===== src/rtl/nand_ctrl_counter_bank.sv =====
// nand_ctrl_counter_bank: modulo up/down counter with clamped load, plus clearable free-running delay counter
module nand_ctrl_counter_bank #(
    parameter int U_WIDTH   = 8,
    parameter int U_MODULUS = 256,
    parameter int D_WIDTH   = 8
) (
    input  logic               clk,
    input  logic               rst,
    input  logic               u_up,
    input  logic               u_down,
    input  logic               u_set,
    input  logic [U_WIDTH-1:0] u_in,
    output logic [U_WIDTH-1:0] u_out,
    input  logic               d_en,
    input  logic               d_clr,
    output logic [D_WIDTH-1:0] d_out
);
    localparam logic [U_WIDTH:0]   U_MOD_X = (U_WIDTH+1)'(U_MODULUS);
    localparam logic [U_WIDTH-1:0] U_TOP   = U_WIDTH'(U_MODULUS - 1);
    generate
        if (U_MODULUS < 2 || U_MODULUS > 2**U_WIDTH) begin : g_bad_modulus
            $error("nand_ctrl_counter_bank: U_MODULUS must lie in 2..2**U_WIDTH");
        end
    endgenerate
    logic [U_WIDTH-1:0] u_load, u_step, u_next;
    logic [D_WIDTH-1:0] d_next;
    always_comb begin
        u_load = ({1'b0, u_in} < U_MOD_X) ? u_in : U_TOP;
        u_step = u_up ? ((u_out == U_TOP) ? '0 : u_out + 1'b1)
                      : ((u_out == '0) ? U_TOP : u_out - 1'b1);
        // up and down together cancel, so only a lone enable steps the count
        u_next = u_set ? u_load : (u_up ^ u_down) ? u_step : u_out;
        d_next = d_clr ? '0 : d_en ? d_out + 1'b1 : d_out;
    end
    always_ff @(posedge clk) begin
        if (rst) begin
            u_out <= '0;
            d_out <= '0;
        end else begin
            u_out <= u_next;
            d_out <= d_next;
        end
    end
endmodule


===== config.mk =====
export PLATFORM = sky130hd
export DESIGN_NAME = nand_ctrl_counter_bank
export DESIGN_NICKNAME = d
export VERILOG_FILES = /design/src/rtl/nand_ctrl_counter_bank.sv
export SDC_FILE = /design/constraint.sdc
export NUM_CORES = 1
export LEC_CHECK = 0
export BUFFER_PORTS_ARGS = -buffer_cell sky130_fd_sc_hd__buf_2
export CAP_MARGIN = 10
export CORE_ASPECT_RATIO = 0.9
export CORE_UTILIZATION = 50
export CTS_CLUSTER_DIAMETER = 200
export DETAILED_ROUTE_END_ITERATION = 12
export PLACE_DENSITY = 0.77
export SLEW_MARGIN = 20
export SYNTH_ARGS = -nofsm -noshare
export SYNTH_HDL_FRONTEND = slang
export SYNTH_SLANG_ARGS = --single-unit

===== constraint.sdc =====
create_clock -name clk -period 2.7 [get_ports clk]
set_input_delay 0.135 -clock clk [delete_from_list [all_inputs] [get_ports clk]]
set_output_delay 0.135 -clock clk [all_outputs]
set_load 0.05 [all_outputs]

# After elaboration in Yosys (flattened, before gate mapping)
# Cells that the tools add are included.
# word_totals
ram_bits	0
latch_bits	0
memories	0
reg_bits	16
output_inout_bits	16
romBits	0
# classes
n_mux	5
bitwise	1
div	0
order_cmp	0
n_mul	0
n_eq_ne	1
n_reduce_logical	3
shifts	0
addsub	3
# ops
operator	n
8-bit 2-to-1 mux	5
8-bit by 1-bit adder with 8-bit output (second input constant)	2
8-bit == test (second input constant)	1
8-bit zero test	1
8-bit by 1-bit subtractor with 8-bit output (second input constant)	1
2-bit nonzero test	1
2-bit OR reduction	1
1-bit bitwise XOR	1

# Depth between registers and ports, before layout
# Gate-level depths: netlist of run 1.
# depth
ltp_word	5
mapped_depth	7
ltp_nobuf	6

# Least setup slack after synthesis of run 1
# No wires, ideal clock.
# synth_path
path_type	register -> register
startpoint	register u_out[3]
endpoint	register u_out[0]
n_path_buf	1
stages_incl_launch_ff	6
slack_ns	0.640
setup_time_ns	0.148
t_arrival_ns	1.912
cell_sequence	dfxtp_1 > buf_2 > nand3_1 > or3_1 > a2111oi_0 > a311oi_1
# synth_via
elab_chain_cells	5
# synth_lines
item	line	text
from (decl)	13	output logic [U_WIDTH-1:0] u_out,
from (signal assigned)	40	u_out <= u_next;
8-bit == test / 8-bit zero test (equally long branches)	29, 30	
8-bit 2-to-1 mux, on equally long branches	29, 30	
8-bit 2-to-1 mux (*)	29	u_step = u_up ? ((u_out == U_TOP) ? '0 : u_out + 1'b1)
8-bit 2-to-1 mux (*) (2 in series)	32	u_next = u_set ? u_load : (u_up ^ u_down) ? u_step : u_out;
# Every way passes the cells marked *; elsewhere a longest branch is shown, timed or not. The select of a mux whose other input is x is not followed.
# A chain may end at the register's enable or synchronous reset.

# Worst setup path in the final report of run 1
# layout_path
startpoint	register u_out[2]
endpoint	register u_out[0]
# Same word-level chain as after synthesis.

==> results.tsv, run 1 <==
metric	value	unit
Setup-failing EPs final	0	
wire length per cell	14.45	um
Root Buffer	clkbuf_4	
RSZ-0062 raised after global routing	false	
Final period util	0.7669	
most common cell after layout, fill and taps aside	buf_2	
r2r worst-path depth	4	
post-synthesis compound-gate area fraction	0.2415	
first-pass GRT wire length	4188	um
Post-route DRC	0	
normalized max-slew margin	0.4379	
commonest cells after routing, fill and taps aside	buf_2, dfxtp_1, nor2_1	
Initial Utilization	0.5272	
worst r2r src	u_out[2]	
share of cells above drive strength 1	0.2364	
GRT Total Usage	0.2394	
hold path cells	3	
worst hold endpoint	u_out[2]	
Area Growth Syn to Fin	12.84	%
# nets final	185	
Mapped Avg Cell Area	8.027	um^2
fill cell count	208	
Post-CTS Resized	0	
Synth cell types	45	
DR pass1 iterations	6	
Synth Instances	142	
Die Y	47.30	um
CTS tree	built	
# diodes	0	
Setup crit end kind	flop	
HPWL after DPL	2010	um
asr flop ratio synth	0	
Clock Latency Late Sink	300	ps
vias in the first global route	878	
Post-Layout Cell Count	192	
crit start category	flop	
Pwr per Cell Area	496.8	mW/mm^2
Core Footprint	0.002162	mm^2
cell area after synthesis	0.001140	mm^2
Simple-Gate Fraction of Synth Area	0.2613	
Layout Skew	4.371	ps
area leader, netlist	dfxtp_1	
measured slew at the worst slew-check pin	840.3	ps
max_cap viols	0	
largest family of logic cells by synthesized area	simple AND/OR/NAND/NOR gates	
fin util	0.5949	
Synth top area share	0.2810	
final WL	2774	um
Static Leak	0.0005439	uW
mux contribution to synthesized area	0.01756	
Final TNS setup	0	ps
pins over their slew limit	0	
critical path class	reg2reg	
post-route antenna net violation count	0	
Die ar.	0.002475	mm^2
predominant post-synthesis flop cell	dfxtp_1	
Post-CTS Hold Buffers	0	
die width	52.33	um
XOR/XNOR Fraction of Synth Area	0.07684	
sequential-to-total area share from yosys stat	0.2810	
Worst Hold Class	in2reg	
crit path DAT	2230	ps
port bufs	30	
CTS sink cnt	16	
syn nets	161	
grt ovf	0	
TritonCTS Buffers	3	
Ys Warns	0	
number of synthesized flops with an enable pin	0	
worst-case clock buffer depth	2	
via-per-instance ratio	6.068	
Critical Path Source	u_out[2]	
run status	finished, final reports clean	
clock-pin slew on the worst setup and hold paths	100	ps
via count	1165	
H-tree depth	1	
DRT iter0 DRCs	34	
required time of the critical path	2850	ps
Site Rows	16	
Period minus WS final	2070	ps
worst hold start	u_in[2]	
Top Ports	31	
ranking of synthesized cells by area	dfxtp_1, xor2_1, a21oi_1	
Post-Synth Adder-Cell Area	0.04391	
largest net degree at the start of global routing	14	
maximum vdd ir drop	0.4260	mV
worst-path maximum fanout	13	
FF+latch area	320.3	um^2
placed cells	188	
worst r2r dst	u_out[0]	
Multi-input gate area	730.7	um^2
fmax	0.4830	GHz
Seq cells post-synth	16	
Final Hold Vio Count	0	
GPL Wtd Cong	0.9408	
initial antenna violation count	0	
R2R Setup Slk	630	ps
postcts setup bufs	0	
synthesized netlist by cell type, types with 2 or more instances:
| library cell | number |
|---|---|
| dfxtp_1 | 16 |
| nor2_1 | 12 |
| a21oi_1 | 11 |
| nand2_1 | 11 |
| o21ai_0 | 8 |
| xor2_1 | 7 |
| nor3_1 | 5 |
| buf_4 | 4 |
| ha_1 | 4 |
| nand3_1 | 4 |
| nor4_1 | 4 |
| or3_1 | 4 |
| a21o_1 | 3 |
| a311oi_1 | 3 |
| clkbuf_1 | 3 |
| inv_1 | 3 |
| nand4_1 | 3 |
| xnor2_1 | 3 |
| a31o_1 | 2 |
| a31oi_1 | 2 |
| and3_1 | 2 |
| buf_6 | 2 |
| mux2i_1 | 2 |
| o211a_1 | 2 |
| or4_4 | 2 |
area by class of cell:
cell class,instances,share of cell area
Clock buffer,4,0.02821
Tap cell,27,0.02626
Multi-Input combinational cell,111,0.5681
Sequential cell,16,0.2490
Inverter,4,0.01167
Timing Repair Buffer,30,0.1167
per-stage QoR:
stage          setup slack [ps]  power [uW]  hold WS, ps  instance area [um^2]
2_1_floorplan             640.2       438.0        281.3                  1140
3_3_place_gp              798.0       469.8        401.5                  1250
3_5_place_dp              700.5       475.1        401.0                  1250
4_1_cts                   678.0       642.1        72.63                  1286
5_1_grt                   440.9       672.8        92.68                  1286
6_report                  629.5       639.1        82.20                  1286
flip-flops by register name (all words and copies together), names as in the netlist:
signal / flops
d_out: 8
u_out: 8
critical path: stages, from the launching register on:
cell       delay [ps]
dfxtp_1           640
nand3_1           300
or3_1             470
a2111oi_0         440
a311oi_1           80
power by group:
group / internal (uW) / switching, uW / leakage [uW]
sequential: 249 / 33.6 / 0.000131
clock: 82.3 / 83.7 / 0.0000210
combinational: 72.0 / 118 / 0.000392
total: 403 / 236 / 0.000544
cells by family after synthesis:
kind of cell	after synthesis
flip-flops	16
adder cells (fa/ha/maj)	4
multiplexers	2
AND/OR/NAND/NOR	54
AO/OA/AOI/OAI	41
buffers and inverters	15
XOR/XNOR	10
how the worst max path moves through the flow:
stage / depth (start not counted) / slack (ps) / end
6_report: 4 / 630 / u_out[0]
5_1_grt: 4 / 440 / u_out[0]
4_1_cts: 4 / 680 / u_out[0]
3_5_place_dp: 4 / 700 / u_out[0]
3_3_place_gp: 4 / 800 / u_out[0]
2_1_floorplan: 5 / 640 / u_out[0]
metal layers:
metal | vias up | routed length, um | GRT usage
li1 | 581 | - | -
met1 | 525 | 1306 | 0.3359
met4 | 0 | 59 | 0.1000
met2 | 51 | 1172 | 0.3392
met5 | - | 0 | 0
met3 | 8 | 235 | 0.07120
Power figures use the tool's default switching activity.
==> run 2, diff against run 1 <==
==> constraint.sdc (replaced) <==
create_clock -name clk -period 2.1 [get_ports clk]
set_input_delay 0.105 -clock clk [delete_from_list [all_inputs] [get_ports clk]]
set_output_delay 0.105 -clock clk [all_outputs]
set_load 0.05 [all_outputs]
==> run 2 against run 1 <==
Against the previous run: combinational power increased by 34%; final area increased by 1.9%; largest cell class unchanged; highest routed layer unchanged; routed wire length increased by 0.47%; sequential power increased by 28%; flip-flop and latch count unchanged; sequential share of layout area decreased by 0.38 points; register-to-register slack got worse by 480 ps; via count increased by 1.3%.
==> results.tsv, run 2 (synthesis results as in run 1) <==
metric	value	unit	change
port bufs	30		unchanged
overall power	829.6	uW	+30%
Period minus WS final	1947	ps	-123.7 ps
die width	52.33	um	unchanged
placed cells	191		+1.6%
via-per-instance ratio	6.051		-0.27%
r2r worst-path depth	5		+1
share of cells above drive strength 1	0.2560		+0.01959
largest net degree at the start of global routing	14		unchanged
biggest regs	d_out (8), u_out (8)		
Die Y	47.30	um	unchanged
required time of the critical path	2270	ps	-580 ps
CTS sink cnt	16		unchanged
via count	1180		+1.3%
worst-case clock buffer depth	2		unchanged
HPWL after DPL	2083	um	+3.6%
# diodes	0		unchanged
Site Rows	16		unchanged
Top Ports	31		unchanged
Worst Hold Class	in2reg		
Critical Path Slowest Stage Cell	dfxtp_1		
post-route antenna net violation count	0		unchanged
# nets final	188		+1.6%
Post-CTS Hold Buffers	0		unchanged
first-pass GRT wire length	4381	um	+4.6%
grt ovf	0		unchanged
clock-pin slew on the worst setup and hold paths	100	ps	about the same
final WL	2787	um	+0.47%
hold path cells	3		unchanged
WP buf/inv	0		unchanged
pins over their slew limit	0		unchanged
GRT Total Usage	0.2428		+0.003411
normalized max-slew margin	0.6797		+0.2418
Critical Path, Cell by Cell	ha_1 -> nand2_1 -> or3_1 -> a2111oi_1 -> a311oi_1		
wire length per cell	14.29	um	-1.1%
Clock Latency Late Sink	300	ps	about the same
crit-path leading delay family	compound AO/OA/AOI/OAI gates		
Static Leak	0.0005582	uW	+2.6%
Initial Utilization	0.5272		unchanged
crit start category	flop		
Pwr per Cell Area	632.7	mW/mm^2	+27%
Final Hold Vio Count	0		unchanged
Final period util	0.9271		+0.1602
GPL Wtd Cong	0.9620		+2.3%
slowest stage delay, CP	470	ps	-170 ps
CTS tree	built		
Levels on crit path	5		+1
Die ar.	0.002475	mm^2	unchanged
Setup-failing EPs final	0		unchanged
worst hold slack	44.78	ps	-37.42 ps
crit path DAT	2120	ps	-110 ps
DR pass1 iterations	5		-1
most common cell after layout, fill and taps aside	buf_2		
Post-Layout Cell Count	195		+1.6%
Post-CTS Resized	0		unchanged
Layout Skew	5.805	ps	+1.435 ps
commonest cells after routing, fill and taps aside	buf_2, dfxtp_1, nor2_1		
Setup crit end kind	flop		
critical path class	reg2reg		
DRT iter0 DRCs	55		+62%
Final TNS setup	0	ps	unchanged
initial antenna violation count	0		unchanged
Area Growth Syn to Fin	15.04	%	
RSZ-0062 raised after global routing	false		
measured slew at the worst slew-check pin	479.7	ps	-360.5 ps
run status	finished, final reports clean		
fmax	0.5137	GHz	+6.4%
TritonCTS Buffers	3		unchanged
worst-path maximum fanout	7		-6
vias in the first global route	899		+2.4%
max_cap viols	0		unchanged
Post-route DRC	0		unchanged
H-tree depth	1		unchanged
Core Footprint	0.002162	mm^2	unchanged
Root Buffer	clkbuf_4		
postcts setup bufs	0		unchanged
maximum vdd ir drop	0.4957	mV	+16%
run 2: where the power goes:
group          switching, uW  internal [uW]  total (uW)
logic                    156           98.0         254
clock network            108            106         214
registers               41.2            321         362
total                    305            524         830
run 2: worst register-to-register path, cell delays in order, from the launching register on:
cell	delay (ps)
dfxtp_1	470
ha_1	290
nand2_1	80
or3_1	430
a2111oi_1	440
a311oi_1	110
run 2: per-stage QoR:
stage | util | cell area, um^2 | setup slack [ps]
final | 0.6065 | 1311 | 153.2
after global routing | 0.6065 | 1311 | 26.37
after global placement | 0.5885 | 1272 | 271.1
after detailed placement | 0.5885 | 1272 | 93.41
after floorplan | - | 1140 | 40.17
after CTS | 0.6053 | 1309 | 70.21
run 2: layout make-up:
type / count / area [um^2]
Clock buffer: 4 / 36.28
Fill cell: 195 / 850.8
Sequential cell: 16 / 321.6
Tap cell: 27 / 33.78
Timing Repair Buffer: 33 / 172.7
Multi-Input combinational cell: 111 / 732.0
Inverter: 4 / 15.01
run 2: final timing paths:
kind / startpoint / slack, ps / to
max reg2reg: u_out[1] / 150 / u_out[0]
max: u_out[1] / 150 / u_out[0]
min: u_in[2] / 40 / u_out[2]
min reg2reg: d_out[7] / 490 / d_out[7]
run 2: layer usage:
metal / share of wire / GRT usage / up-vias
met1: 0.49 / 0.3550 / 530
met3: 0.088 / 0.07443 / 8
met5: 0 / 0 / -
met4: 0.012 / 0.05263 / 0
met2: 0.41 / 0.3468 / 59
li1: - / - / 583
==> run 3, diff against run 2 <==
--- a/config.mk
+++ b/config.mk
@@ -5,7 +5,8 @@
 export SDC_FILE = /design/constraint.sdc
 export NUM_CORES = 1
 export LEC_CHECK = 0
-export BUFFER_PORTS_ARGS = -buffer_cell sky130_fd_sc_hd__buf_2
+export ABC_CLOCK_PERIOD_IN_PS = 2100
+export BUFFER_PORTS_ARGS = -buffer_cell sky130_fd_sc_hd__buf_4
 export CAP_MARGIN = 10
 export CORE_ASPECT_RATIO = 0.9
 export CORE_UTILIZATION = 50
==> run 3 against run 2 <==
Against the previous run: die area did not move; clock skew fell by 5.1 ps; combinational power rose by 11%; count of clock-buffer cells in the layout did not move; maximum frequency rose by 3.7%.
==> results.tsv, run 3 (synthesis results as in run 1) <==
metric	value	unit	change
run status	finished, final reports clean		
Setup crit end kind	flop		
DR pass1 iterations	4		-1
maximum vdd ir drop	0.5714	mV	+15%
Sw Pwr	305.7	uW	+0.17%
GRT Total Usage	0.2596		+0.01673
H-tree depth	1		unchanged
Post-route DRC	0		unchanged
CTS sink cnt	16		unchanged
Clock Latency Late Sink	290	ps	about the same
DRT iter0 DRCs	40		-27%
share of cells above drive strength 1	0.2647		+0.008754
HPWL after DPL	2193	um	+5.3%
max_cap viols	0		unchanged
CTS tree	built		
via-per-instance ratio	6.142		+1.5%
GPL Wtd Cong	0.9801		+1.9%
crit path DAT	2050	ps	-70 ps
Area Growth Syn to Fin	22.83	%	
first-pass GRT wire length	4636	um	+5.8%
placed cells	193		+1.0%
Core Footprint	0.002162	mm^2	unchanged
Critical Path Slowest Stage Cell	dfxtp_1		
Post-Layout Cell Count	197		+1.0%
# nets final	190		+1.1%
port bufs	30		unchanged
post-route antenna net violation count	0		unchanged
critical path class	reg2reg		
commonest cells after routing, fill and taps aside	buf_4, dfxtp_1, nor2_1		
WP buf/inv	0		unchanged
Int Power	545.1	uW	+3.9%
power share of the clock group	0.248		-0.010
# diodes	0		unchanged
Setup-failing EPs final	0		unchanged
final WL	2961	um	+6.2%
Reg power frac	0.422		-0.014
largest net degree at the start of global routing	14		unchanged
worst-case clock buffer depth	2		unchanged
Final period util	0.8939		-0.03316
fin util	0.6476		+0.04109
Site Rows	16		unchanged
wire length per cell	15.03	um	+5.2%
TritonCTS Buffers	3		unchanged
fmax	0.5327	GHz	+3.7%
Root Buffer	clkbuf_4		
crit-path leading delay family	compound AO/OA/AOI/OAI gates		
DP Worst Slack	136.8	ps	+43.38 ps
Die Y	47.30	um	unchanged
die width	52.33	um	unchanged
minimum setup slack in the final design	222.8	ps	+69.63 ps
combinational power share	0.330		+0.024
RSZ-0062 raised after global routing	false		
Final TNS setup	0	ps	unchanged
grt ovf	0		unchanged
biggest regs	d_out (8), u_out (8)		
normalized max-slew margin	0.7302		+0.05048
Post-CTS Hold Buffers	0		unchanged
Layout Skew	0.7031	ps	-5.102 ps
vias in the first global route	1009		+12%
clock-pin slew on the worst setup and hold paths	100	ps	about the same
Period minus WS final	1877	ps	-69.63 ps
most common cell after layout, fill and taps aside	buf_4		
via count	1210		+2.5%
fill cell count	195		unchanged
slowest stage delay, CP	470	ps	about the same
initial antenna violation count	0		unchanged
Switching Share	0.3593		-0.008554
required time of the critical path	2270	ps	about the same
Initial Utilization	0.5272		unchanged
Critical Path, Cell by Cell	ha_1 -> nand2_1 -> or3_1 -> a2111oi_0 -> a311oi_1		
Pwr per Cell Area	607.6	mW/mm^2	-4.0%
measured slew at the worst slew-check pin	394.5	ps	-85.26 ps
Die ar.	0.002475	mm^2	unchanged
Final Hold Vio Count	0		unchanged
Top Ports	31		unchanged
Post-CTS Resized	0		unchanged
pins over their slew limit	0		unchanged
Worst Hold Class	in2reg		
worst-path maximum fanout	7		unchanged
postcts setup bufs	0		unchanged
crit start category	flop		
Static Leak	0.0005827	uW	+4.4%
-- run 3: changes by cell type in the layout (fill, tap and decap cells not counted) --
| cell | change |
|---|---|
| a2111oi_0 | +1 |
| a2111oi_1 | -1 |
| buf_2 | -30 |
| buf_4 | +32 |
-- run 3: power groups by stage --
stage | combinational, uW | clock (uW) | sequential, uW
after global placement | 272 | 0 | 363
final | 281 | 211 | 359
after detailed placement | 278 | 0 | 364
after floorplan | 163 | 0 | 401
after global routing | 305 | 227 | 363
after CTS | 279 | 212 | 357
-- run 3: worst paths after layout --
kind	from	endpoint	slack, ps	depth (start not counted)
worst max-delay path	u_out[1]	u_out[0]	220	5
worst min register to register	d_out[7]	d_out[7]	500	2
worst max register to register	u_out[1]	u_out[0]	220	5
worst min-delay path	rst	u_out[1]	60	2
-- run 3: area by class of cell --
class,count,area (um^2),share of cell area
Multi-Input combinational cell,111,730.7,0.5219
Sequential cell,16,321.6,0.2297
Timing Repair Buffer,35,262.8,0.1877
Clock buffer,4,36.28,0.02592
Tap cell,27,33.78,0.02413
Inverter,4,15.01,0.01072
-- run 3: through the flow --
step / area, um^2 / total power [uW] / hold WS [ps]
floorplan: 1140 / 563.1 / 251.3
global placement: 1363 / 634.4 / 355.9
detailed placement: 1363 / 642.0 / 373.5
CTS: 1399 / 849.0 / 57.74
global route: 1400 / 894.9 / 61.24
finish: 1400 / 850.8 / 57.45
-- run 3: per-layer routing --
metal	share of wire	up-vias	track usage
met5	0	-	0
met2	0.45	54	0.4025
met4	0.0084	0	0.05263
met3	0.076	4	0.06796
li1	-	582	-
met1	0.47	570	0.3640
